**config.mk**
```make
export PLATFORM = sky130hd
export DESIGN_NAME = data_path_flat
export DESIGN_NICKNAME = d
export VERILOG_FILES = /design/src/rtl/cpu_pkg.sv /design/src/rtl/data_path_if.sv /design/src/rtl/alu.sv /design/src/rtl/data_path.sv /design/src/flat_wrapper.sv
export SDC_FILE = /design/constraint.sdc
export NUM_CORES = 1
export LEC_CHECK = 0
export ABC_CLOCK_PERIOD_IN_PS = 4300
export CAP_MARGIN = 15
export CORE_ASPECT_RATIO = 1.5
export CORE_MARGIN = 8
export CORE_UTILIZATION = 50
export DETAILED_ROUTE_END_ITERATION = 8
export GPL_ROUTABILITY_DRIVEN = 1
export PLACE_DENSITY = 0.8
export SYNTH_ARGS = -nofsm -noshare
export SYNTH_HDL_FRONTEND = slang
export SYNTH_HIERARCHICAL = 1
export SYNTH_SLANG_ARGS = --single-unit
```
**constraint.sdc**
```tcl
create_clock -name Clk -period 4.3 [get_ports Clk]
set_input_delay 1.29 -clock Clk [delete_from_list [all_inputs] [get_ports Clk]]
set_output_delay 1.29 -clock Clk [all_outputs]
set_load 0.005 [all_outputs]
```
**src/rtl/cpu_pkg.sv**
```systemverilog
// Shared definitions for the 8-bit computer.
// Holds the Bus1/Bus2 source-select codes, the ALU operation codes and the
// bit positions of the {N,Z,V,C} flags inside CCR. Both data_path and
// control_unit import this package, so the encodings live in one place.
package cpu_pkg;

    // Bus1 sources. Code 2'b11 drives zero onto the bus.
    localparam logic [1:0] BUS1_PC   = 2'b00;
    localparam logic [1:0] BUS1_A    = 2'b01;
    localparam logic [1:0] BUS1_B    = 2'b10;

    // Bus2 sources. Code 2'b11 drives zero onto the bus.
    localparam logic [1:0] BUS2_ALU  = 2'b00;
    localparam logic [1:0] BUS2_BUS1 = 2'b01;
    localparam logic [1:0] BUS2_MEM  = 2'b10;

    // ALU operations; In1 is always B, In2 is always Bus1.
    typedef enum logic [2:0] {
        ALU_ADD = 3'b000,
        ALU_SUB = 3'b001,
        ALU_AND = 3'b010,
        ALU_OR  = 3'b011,
        ALU_XOR = 3'b100,
        ALU_NOT = 3'b101,
        ALU_INC = 3'b110,
        ALU_DEC = 3'b111
    } alu_op_e;

    // Flag positions inside the 4-bit CCR.
    localparam int CCR_N = 3;
    localparam int CCR_Z = 2;
    localparam int CCR_V = 1;
    localparam int CCR_C = 0;

endpackage

```
**src/rtl/data_path_if.sv**
```systemverilog
// Control/memory bundle between control_unit, data_path and memory.
// master : control side (drives strobes, selects and memory read data).
// slave  : data_path side (returns IR, CCR_Result, address, to_memory).
interface data_path_if #(
    parameter int DATA_W = 8
);
    logic              IR_Load;
    logic              MAR_Load;
    logic              PC_Load;
    logic              PC_Inc;
    logic              A_Load;
    logic              B_Load;
    logic              CCR_Load;
    logic [2:0]        ALU_Sel;
    logic [1:0]        Bus1_Sel;
    logic [1:0]        Bus2_Sel;
    logic [DATA_W-1:0] from_memory;
    logic [DATA_W-1:0] IR;
    logic [3:0]        CCR_Result;
    logic [DATA_W-1:0] address;
    logic [DATA_W-1:0] to_memory;

    modport master (
        output IR_Load, MAR_Load, PC_Load, PC_Inc, A_Load, B_Load, CCR_Load,
        output ALU_Sel, Bus1_Sel, Bus2_Sel, from_memory,
        input  IR, CCR_Result, address, to_memory
    );

    modport slave (
        input  IR_Load, MAR_Load, PC_Load, PC_Inc, A_Load, B_Load, CCR_Load,
        input  ALU_Sel, Bus1_Sel, Bus2_Sel, from_memory,
        output IR, CCR_Result, address, to_memory
    );
endinterface

```
**src/rtl/alu.sv**
```systemverilog
// Combinational ALU of the 8-bit computer.
// Ports: In1 (B register), In2 (Bus1), ALU_Sel (alu_op_e code)
//        -> Result (truncated to DATA_W bits), NZVC (flags {N,Z,V,C}).
// C is carry-out for ADD/INC and borrow for SUB/DEC; V and C are 0 for
// the logic operations.
module alu
    import cpu_pkg::*;
#(
    parameter int DATA_W = 8
) (
    input  logic [DATA_W-1:0] In1,
    input  logic [DATA_W-1:0] In2,
    input  logic [2:0]        ALU_Sel,
    output logic [DATA_W-1:0] Result,
    output logic [3:0]        NZVC
);
    localparam int              MSB = DATA_W - 1;
    localparam logic [DATA_W:0] ONE = 1;

    // One extra bit on top catches carry-out (add) or borrow (subtract of
    // zero-extended operands goes negative exactly when minuend < subtrahend).
    logic [DATA_W:0] wide;
    logic            v;

    always_comb begin
        // NOTE: combinational logic uses blocking '=' and assigns every output
        // a default first, so no path can leave a value held (no latch).
        wide = '0;
        v    = 1'b0;
        case (alu_op_e'(ALU_Sel))
            ALU_ADD: begin
                wide = {1'b0, In1} + {1'b0, In2};
                v    = (In1[MSB] == In2[MSB]) && (wide[MSB] != In1[MSB]);
            end
            ALU_SUB: begin
                wide = {1'b0, In1} - {1'b0, In2};
                v    = (In1[MSB] != In2[MSB]) && (wide[MSB] != In1[MSB]);
            end
            ALU_AND: wide = {1'b0, In1 & In2};
            ALU_OR:  wide = {1'b0, In1 | In2};
            ALU_XOR: wide = {1'b0, In1 ^ In2};
            ALU_NOT: wide = {1'b0, ~In2};
            ALU_INC: begin
                wide = {1'b0, In2} + ONE;
                v    = !In2[MSB] && wide[MSB];
            end
            ALU_DEC: begin
                wide = {1'b0, In2} - ONE;
                v    = In2[MSB] && !wide[MSB];
            end
            default: wide = '0;
        endcase

        Result      = wide[MSB:0];
        NZVC        = '0;
        NZVC[CCR_N] = wide[MSB];
        NZVC[CCR_Z] = (wide[MSB:0] == '0);
        NZVC[CCR_V] = v;
        // Logic ops keep the top bit zero, so C is automatically 0 for them.
        NZVC[CCR_C] = wide[DATA_W];
    end
endmodule

```
**src/rtl/data_path.sv**
```systemverilog
// Register/bus datapath of the 8-bit computer.
// Holds IR, MAR, PC, A, B and CCR, the Bus1/Bus2 multiplexers and the ALU.
// Ports: Clk   - rising-edge clock for every register
//        Reset - asynchronous active-high reset
//        bus   - data_path_if.slave: load/inc strobes, ALU_Sel, Bus1_Sel,
//                Bus2_Sel, from_memory in; IR, CCR_Result, address (MAR),
//                to_memory (Bus1, combinational) out.
module data_path
    import cpu_pkg::*;
#(
    parameter int              DATA_W   = 8,
    parameter logic [DATA_W-1:0] PC_RESET = '0
) (
    input  logic       Clk,
    input  logic       Reset,
    data_path_if.slave bus
);
    localparam logic [DATA_W-1:0] PC_STEP = 1;

    logic [DATA_W-1:0] ir_q,  ir_d;
    logic [DATA_W-1:0] mar_q, mar_d;
    logic [DATA_W-1:0] pc_q,  pc_d;
    logic [DATA_W-1:0] a_q,   a_d;
    logic [DATA_W-1:0] b_q,   b_d;
    logic [3:0]        ccr_q, ccr_d;

    logic [DATA_W-1:0] bus1;
    logic [DATA_W-1:0] bus2;
    logic [DATA_W-1:0] alu_result;
    logic [3:0]        alu_nzvc;

    // Bus1 and Bus2 sit in separate blocks: Bus2 depends on the ALU, which
    // depends on Bus1, and keeping them apart avoids a false feedback path.
    always_comb begin : bus1_mux
        case (bus.Bus1_Sel)
            BUS1_PC: bus1 = pc_q;
            BUS1_A:  bus1 = a_q;
            BUS1_B:  bus1 = b_q;
            default: bus1 = '0;
        endcase
    end

    alu #(.DATA_W(DATA_W)) u_alu (
        .In1     (b_q),
        .In2     (bus1),
        .ALU_Sel (bus.ALU_Sel),
        .Result  (alu_result),
        .NZVC    (alu_nzvc)
    );

    always_comb begin : bus2_mux
        case (bus.Bus2_Sel)
            BUS2_ALU:  bus2 = alu_result;
            BUS2_BUS1: bus2 = bus1;
            BUS2_MEM:  bus2 = bus.from_memory;
            default:   bus2 = '0;
        endcase
    end

    always_comb begin : next_state
        ir_d  = ir_q;
        mar_d = mar_q;
        pc_d  = pc_q;
        a_d   = a_q;
        b_d   = b_q;
        ccr_d = ccr_q;

        if (bus.IR_Load)  ir_d  = bus2;
        if (bus.MAR_Load) mar_d = bus2;
        if (bus.A_Load)   a_d   = bus2;
        if (bus.B_Load)   b_d   = bus2;
        if (bus.CCR_Load) ccr_d = alu_nzvc;

        // A jump target wins over the sequential increment; the add wraps.
        if (bus.PC_Load)     pc_d = bus2;
        else if (bus.PC_Inc) pc_d = pc_q + PC_STEP;
    end

    // NOTE: state registers use non-blocking '<=' so every register samples
    // the pre-edge values; all of them are plain flops and reset directly.
    always_ff @(posedge Clk or posedge Reset) begin
        if (Reset) begin
            ir_q  <= '0;
            mar_q <= '0;
            pc_q  <= PC_RESET;
            a_q   <= '0;
            b_q   <= '0;
            ccr_q <= '0;
        end else begin
            ir_q  <= ir_d;
            mar_q <= mar_d;
            pc_q  <= pc_d;
            a_q   <= a_d;
            b_q   <= b_d;
            ccr_q <= ccr_d;
        end
    end

    assign bus.IR         = ir_q;
    assign bus.CCR_Result = ccr_q;
    assign bus.address    = mar_q;
    assign bus.to_memory  = bus1;
endmodule

```
**src/flat_wrapper.sv**
```systemverilog
// flat-port wrapper written by rule: the top's interface ports become plain ports
module data_path_flat import cpu_pkg::*;
#(
    parameter int              DATA_W   = 8,
    parameter logic [DATA_W-1:0] PC_RESET = '0
)
  (Clk, Reset, bus_IR_Load, bus_MAR_Load, bus_PC_Load, bus_PC_Inc, bus_A_Load, bus_B_Load, bus_CCR_Load, bus_ALU_Sel, bus_Bus1_Sel, bus_Bus2_Sel, bus_from_memory, bus_IR, bus_CCR_Result, bus_address, bus_to_memory);
  data_path_if #(.DATA_W(DATA_W)) bus_i ();
  input  logic Clk;
  input  logic Reset;
  input wire logic [$bits(bus_i.IR_Load)-1:0] bus_IR_Load;
  input wire logic [$bits(bus_i.MAR_Load)-1:0] bus_MAR_Load;
  input wire logic [$bits(bus_i.PC_Load)-1:0] bus_PC_Load;
  input wire logic [$bits(bus_i.PC_Inc)-1:0] bus_PC_Inc;
  input wire logic [$bits(bus_i.A_Load)-1:0] bus_A_Load;
  input wire logic [$bits(bus_i.B_Load)-1:0] bus_B_Load;
  input wire logic [$bits(bus_i.CCR_Load)-1:0] bus_CCR_Load;
  input wire logic [$bits(bus_i.ALU_Sel)-1:0] bus_ALU_Sel;
  input wire logic [$bits(bus_i.Bus1_Sel)-1:0] bus_Bus1_Sel;
  input wire logic [$bits(bus_i.Bus2_Sel)-1:0] bus_Bus2_Sel;
  input wire logic [$bits(bus_i.from_memory)-1:0] bus_from_memory;
  output wire logic [$bits(bus_i.IR)-1:0] bus_IR;
  output wire logic [$bits(bus_i.CCR_Result)-1:0] bus_CCR_Result;
  output wire logic [$bits(bus_i.address)-1:0] bus_address;
  output wire logic [$bits(bus_i.to_memory)-1:0] bus_to_memory;
  assign bus_i.IR_Load = bus_IR_Load;
  assign bus_i.MAR_Load = bus_MAR_Load;
  assign bus_i.PC_Load = bus_PC_Load;
  assign bus_i.PC_Inc = bus_PC_Inc;
  assign bus_i.A_Load = bus_A_Load;
  assign bus_i.B_Load = bus_B_Load;
  assign bus_i.CCR_Load = bus_CCR_Load;
  assign bus_i.ALU_Sel = bus_ALU_Sel;
  assign bus_i.Bus1_Sel = bus_Bus1_Sel;
  assign bus_i.Bus2_Sel = bus_Bus2_Sel;
  assign bus_i.from_memory = bus_from_memory;
  assign bus_IR = bus_i.IR;
  assign bus_CCR_Result = bus_i.CCR_Result;
  assign bus_address = bus_i.address;
  assign bus_to_memory = bus_i.to_memory;
  data_path #(.DATA_W(DATA_W), .PC_RESET(PC_RESET)) u_core (.Clk(Clk), .Reset(Reset), .bus(bus_i));
endmodule
```
Word level (Yosys, flattened, before mapping)
Cells that the tools add are included.
Widths: inputs -> output; s select.
{"block": "word_totals", "input_bits": 24, "reg_bits": 44}
{"block": "classes", "n_addsub": 5, "eq_ne": 15, "bitwise_logic": 4, "mux": 6, "n_reduce_logical": 11}
{"cell": "$pmux 9 s8", "count": 1}
{"cell": "$pmux 8 s3", "count": 2}
{"cell": "$mux 8", "count": 2}
{"cell": "$eq 3x3->1 const B", "count": 4}
{"cell": "$add 8x1->9 const B", "count": 1}
{"cell": "$add 8x8->9", "count": 1}
{"cell": "$sub 8x1->9 const B", "count": 1}
{"cell": "$sub 8x8->9", "count": 1}
{"cell": "$add 8x1->8 const B", "count": 1}
{"cell": "$and 8x8->8", "count": 1}
{"cell": "$logic_not 8->1", "count": 1}
{"cell": "$not 8->8", "count": 1}
{"cell": "$or 8x8->8", "count": 1}
{"cell": "$xor 8x8->8", "count": 1}
{"cell": "$eq 3x2->1 const B", "count": 2}
{"cell": "$eq 2x1->1 const B", "count": 2}
{"cell": "$eq 2x2->1 const B", "count": 2}
{"cell": "$logic_and 1x1->1", "count": 4}
{"cell": "$logic_not 2->1", "count": 2}
{"cell": "$pmux 1 s4", "count": 1}
{"cell": "$eq 3x1->1 const B", "count": 1}
{"cell": "$logic_not 3->1", "count": 1}
{"cell": "$ne 1x1->1", "count": 3}
{"cell": "$logic_not 1->1", "count": 2}
{"cell": "2 further kinds", "count": 2}

Logic depth before layout (Yosys ltp)
{"block": "depth", "word_depth": 6, "ltp_mapped": 19, "mapped_depth_nobuf": 16}

By module
Netlist, hierarchy kept.
{"module": "data_path", "area_per_inst_um2": 2157.1, "n_inst": 1, "cells_each": 210}
{"module": "alu", "area_per_inst_um2": 1706.6, "n_inst": 1, "cells_each": 241}

Worst setup path before layout
OpenSTA, ideal clock, no wires.
{"block": "synth_timing", "path_type": "input port to flip-flop", "start": "input port bus_Bus1_Sel[1]", "end": "register u_core.pc_q[7]", "required_ps": 4150, "path_slack_ps": -700, "path_stages": 18, "setup_ps": 150, "arrival_time_ps": 4850, "path_cell_list": "buf_6 -> buf_8 -> mux2_4 -> nor2_1 -> a21oi_1 -> or3_1 -> or3_1 -> nor3_1 -> ha_1 -> nor2b_1 -> o31ai_1 -> a221oi_1 -> a222oi_1 -> nor2b_1 -> buf_4 -> mux2_2 -> a222oi_1 -> a211oi_1"}
{"block": "synth_between", "elab_chain_cells": 6, "word_cells_on_any_way": 15}
{"item": "from (decl)", "line": "flat_wrapper.sv:19", "source": "input wire logic [$bits(bus_i.Bus1_Sel)-1:0] bus_Bus1_Sel;"}
{"item": "$eq 2x2->1, or another cell as far along", "line": "data_path.sv:35", "source": "case (bus.Bus1_Sel)"}
{"item": "$pmux 8 s3 (*)", "line": "data_path.sv:35"}
{"item": "net bus_to_memory[2]", "line": "flat_wrapper.sv:25", "source": "output wire logic [$bits(bus_i.to_memory)-1:0] bus_to_memory;"}
{"item": "$sub 8x1->9, or another cell as far along", "line": "alu.sv:48", "source": "wide = {1'b0, In2} - ONE;"}
{"item": "$pmux 9 s8 (*)", "line": "alu.sv:30", "source": "case (alu_op_e'(ALU_Sel))"}
{"item": "net u_core.alu_nzvc[3]", "line": "data_path.sv:30", "source": "logic [3:0] alu_nzvc;"}
{"item": "$pmux 8 s3 (*)", "line": "data_path.sv:52", "source": "case (bus.Bus2_Sel)"}
{"item": "$mux 8 (*)", "line": "data_path.sv:75", "source": "if (bus.PC_Load) pc_d = bus2;"}
{"item": "to (signal assigned)", "line": "data_path.sv:92", "source": "pc_q <= pc_d;"}
{"item": "to (decl)", "line": "data_path.sv:22", "source": "logic [DATA_W-1:0] pc_q, pc_d;"}
Mark *: on every way through the listed nets, which the timed path passes. The rest lies on a longest branch.
A chain may end at the register's enable or synchronous reset.

Final worst setup path
{"block": "layout_timing", "start": "input port bus_Bus1_Sel[1]", "end": "register u_core.pc_q[7]"}
{"block": "layout_between", "elab_chain_cells": 6, "word_cells_on_any_way": 15}
{"item": "$eq 2x2->1, or another cell as far along", "line": "data_path.sv:35"}
{"item": "$pmux 8 s3 (*)", "line": "data_path.sv:35"}
{"item": "$sub 8x1->9, or another cell as far along", "line": "alu.sv:48"}
{"item": "$pmux 9 s8 (*)", "line": "alu.sv:30"}
{"item": "net u_core.alu_nzvc[3]", "line": "data_path.sv:30"}
{"item": "$pmux 8 s3 (*)", "line": "data_path.sv:52"}
{"item": "$mux 8 (*)", "line": "data_path.sv:75"}
Marked as above.

==> out/results.tsv <==
stage	metric	value	unit
status	status	complete, but fails checks	
status	failing checks	negative setup slack	
layout	share of cells above drive strength 1	31.9	%
layout	FF/Latch Area	0.00110	mm²
cts	number of clock sinks	44	
route	initial drt markers	297	
global_routing	largest net degree at the start of global routing	35	
cts	CTS tree	yes	
timing	Hold Fails Final Rpt	0	
floorplanning	IO Pins	52	
placed_design	Post-DP Area	0.00505	mm²
critical_path	crit end category	register	
timing	period utilisation layout	106	%
global_routing	first-pass GRT wire length	21100	µm
floorplanning	core footprint	0.00756	mm²
synth	Synth area leaders	dfrtp_1, ha_1, a21oi_1	
timing	final setup TNS	-1.97	ns
cts	CTS H-tree lvls	2	
pwr	P_leak	2.42	nW
layout	area taken by multi-input logic gates	0.00273	mm²
placed_design	DP Wirelength	10000	µm
critical_path	worst path required time	4.44	ns
layout	Antenna Cells	0	
route	Post-Route M1 WL	4640	µm
floorplanning	die area	0.0109	mm²
critical_path	Critical Path Start Type	input pin	
timing	final setup margin	-0.267	ns
synth	EDFF count, synth	0	
placed_design	setup slack at placement	-1.08	ns
cts	CTS root buffer	clkbuf_16	
floorplanning	Die Wd	87.8	µm
flow_run	# Max-Cap Violations	0	
synth	cell taking the most area after synthesis	dfrtp_1	
timing	Slew HR	54.8	%
critical_path	worst-path maximum fanout	7	
placed_design	Placer Congestion	0.943	
layout	post-layout instance area	0.00554	mm²
route	DRC	0	
layout	post-layout util	73.2	%
cts	Num CTS Buffers	5	
pwr	Pwr Density	362	mW/mm²
placed_design	# port buffers	51	
route	Avg WL per Cell	19.6	µm
route	final wirelength	13300	µm
layout	area delta synth->final	43.3	%
layout	NumNets Final	631	
floorplanning	Rows	39	
route	metal3 WL	809	µm
global_routing	GRT Util Overall	24.9	%
floorplanning	die height	124	µm
route	Final ANT Viol Nets	0	
synth	post-synthesis cell area	0.00386	mm²
synth	Synth cell types	69	
layout	# fillers	523	
timing	unrepaired setup endpoints after global routing	true	
route	vias per cell	5.96	
cts	Worst-Skew Late Latency	0.29	ns
timing	final worst path period need	4.57	ns
critical_path	Worst Path Class, Setup	in -> reg	
synth	yosys warns	6	
synth	syn nets	506	
timing	Final Setup Violations	12	
synth	Async SR Flop Fraction	100	%
global_routing	initial antenna violation count	0	
global_routing	Overflow after GRT	0	
pwr	peak supply drop	386	µV
synth	main flop type after synthesis	dfrtp_1	
cts	hold buffer count at cts	0	
route	Pre-antenna DRT Iters	6	
cts	clk buf depth	2	
synth	register area share after synthesis	28.5	%
synth	syn_area_per_cell	8.57	µm²
timing	Final Max Tran Viols	0	
timing	fmax	0.219	GHz
cts	Reg clk slew, reported paths	0.06	ns
synth	cell count after synthesis	451	
floorplanning	starting density of the core	51.1	%
synth	Yosys reg bits	44	
synth	Synth top area share	28.5	%
route	Top Layer Used	met4	
hold_path	worst hold path type	reg -> reg	
timing	Slew @ Worst Pin	0.679	ns
route	met2 routed wirelength	6980	µm
route	Vias	4040	
critical_path	Worst EP arrival	4.71	ns
global_routing	vias in the first global route	4381	
timing	skew final	0.00591	ns
## final timing paths
check / cells past startpoint / from / end / slack, ns
max in group asynchronous: 3 / Reset / u_core/bus.IR[0]$_DFFE_PP0P_ / 2.29
min reg2reg: 1 / u_core/bus.CCR_Result[3]$_DFFE_PP0P_ / u_core/bus.CCR_Result[3]$_DFFE_PP0P_ / 0.51
max reg2reg: 17 / u_core/b_q[5]$_DFFE_PP0P_ / u_core/pc_q[7]$_DFFE_PP0P_ / 0.41
max: 18 / bus_Bus1_Sel[1] / u_core/pc_q[7]$_DFFE_PP0P_ / -0.27
min: 1 / u_core/bus.CCR_Result[3]$_DFFE_PP0P_ / u_core/bus.CCR_Result[3]$_DFFE_PP0P_ / 0.51
min in group asynchronous: 2 / Reset / u_core/b_q[6]$_DFFE_PP0P_ / 1.29
## kinds of logic (layout without fill, tap and decap cells)
kind of cell / Yosys count / count (layout) / share of synthesized area, %
mux: 30 / 30 / 8.65
buf+inv: 62 / 187 / 7.93
compound gates: 127 / 127 / 21.1
simple gates: 141 / 141 / 19.8
fa+ha+maj: 31 / 31 / 10.4
flops: 44 / 44 / 28.5
xor+xnor: 16 / 16 / 3.63
## flip-flops by register name (all words and copies together) (netlist names)
| register | count |
|---|---|
| u_core/a_q | 8 |
| u_core/b_q | 8 |
| u_core/bus.address | 8 |
| u_core/bus.IR | 8 |
| u_core/bus.CCR_Result | 4 |
| u_core/pc_q | 8 |
## cell type report
type / instances / share of cell area, %
tap: 102 / 2.30
multi-input combinational: 345 / 49.4
timing repair buffer: 150 / 23.8
sequential: 44 / 19.9
inverter: 30 / 2.26
clock buffer: 6 / 2.33
clock inverter: 1 / 0.0904
## cells in the final DEF, fill, tap and decap left out, types with 3 or more instances in the layout
cell type | Yosys | final
dfrtp_1 | 44 | 44
nand3b_1 | 3 | 3
nor3_2 | 1 | 3
buf_4 | 6 | 94
inv_1 | 28 | 26
mux2_4 | 2 | 7
clkdlybuf4s50_1 | 0 | 49
a222oi_1 | 9 | 9
o31ai_2 | 0 | 3
xnor2_1 | 11 | 9
a21oi_1 | 62 | 50
nor2_4 | 0 | 4
a21oi_2 | 1 | 10
a31oi_1 | 4 | 3
and3_1 | 3 | 3
nand4_1 | 5 | 5
nor2_1 | 55 | 51
o211ai_1 | 4 | 4
nand2_1 | 12 | 12
mux2_2 | 18 | 13
clkbuf_16 | 0 | 5
nand2b_1 | 11 | 11
xor2_1 | 5 | 5
nor2b_1 | 9 | 7
nand3_1 | 6 | 5
ha_1 | 29 | 25
a211oi_1 | 7 | 6
o22ai_1 | 7 | 6
a21oi_4 | 0 | 3
mux2i_1 | 9 | 9
nor3b_1 | 4 | 4
nor3_1 | 8 | 6
o21ai_0 | 7 | 6
buf_12 | 0 | 3
## worst max-delay path, stage by stage
cell and delay, ns:
buf_12 0.12, mux2_4 0.31, nor2_4 0.10, a21oi_2 0.05, or3_4 0.38, or3_4 0.34, nor3_2 0.12, ha_1 0.26
nor2b_2 0.12, o31ai_2 0.08, a221oi_2 0.34, nand2_1 0.10, mux2i_1 0.17, nor2b_2 0.07, mux2_4 0.28, a222oi_1 0.28
buf_4 0.21, a211oi_2 0.06
## where the power goes
part | internal (mW) | switching [mW] | total, mW
sequential | 0.479 | 0.0740 | 0.553
clock | 0.211 | 0.142 | 0.353
combinational | 0.572 | 0.525 | 1.10
total | 1.26 | 0.741 | 2.00
## synth_stat cells (all sizes together), types with 2 or more instances
| library cell | number |
|---|---|
| or3 | 3 |
| a211oi | 8 |
| or2 | 2 |
| nand2 | 12 |
| nor4 | 3 |
| a222oi | 9 |
| a41oi | 2 |
| or3b | 4 |
| clkbuf | 10 |
| mux2 | 21 |
| a311oi | 2 |
| nand3b | 3 |
| nand4 | 5 |
| or4b | 2 |
| mux2i | 9 |
| xor2 | 5 |
| o211ai | 4 |
| o21bai | 3 |
| nand2b | 12 |
| nand3 | 6 |
| a31oi | 4 |
| nor4b | 2 |
| o22ai | 7 |
| nor3 | 9 |
| buf | 22 |
| inv | 29 |
| dfrtp | 44 |
| ha | 29 |
| and3 | 3 |
| a41o | 2 |
| a21oi | 63 |
| o21ai | 9 |
| xnor2 | 11 |
| nor2 | 55 |
| nor2b | 9 |
| fa | 2 |
| nor3b | 5 |
| a221oi | 4 |
| o31ai | 5 |
## per-stage QoR
stage / instances / hold WS, ns / total power, mW
floorplan: 451 / 0.505 / 1.06
detailed placement: 660 / 0.508 / 1.50
global placement: 660 / 0.496 / 1.47
CTS: 674 / 0.522 / 1.93
global route: 678 / 0.553 / 2.11
finish: 678 / 0.514 / 2.00
## repair_timing
item                                    CTS  global route
pin swaps                                23            16
setup buffers                             7             5
cloned                                    1             0
endpoints found under the setup margin   47            28
gates resized for setup                  39            23
## metal layers
layer,up-vias,GRT usage (%)
met5,-,0
met3,72,4.03
li1,1879,-
met2,184,46.0
met4,0,18.4
met1,1905,24.2
No activity file was read; power rests on OpenSTA's default activity.
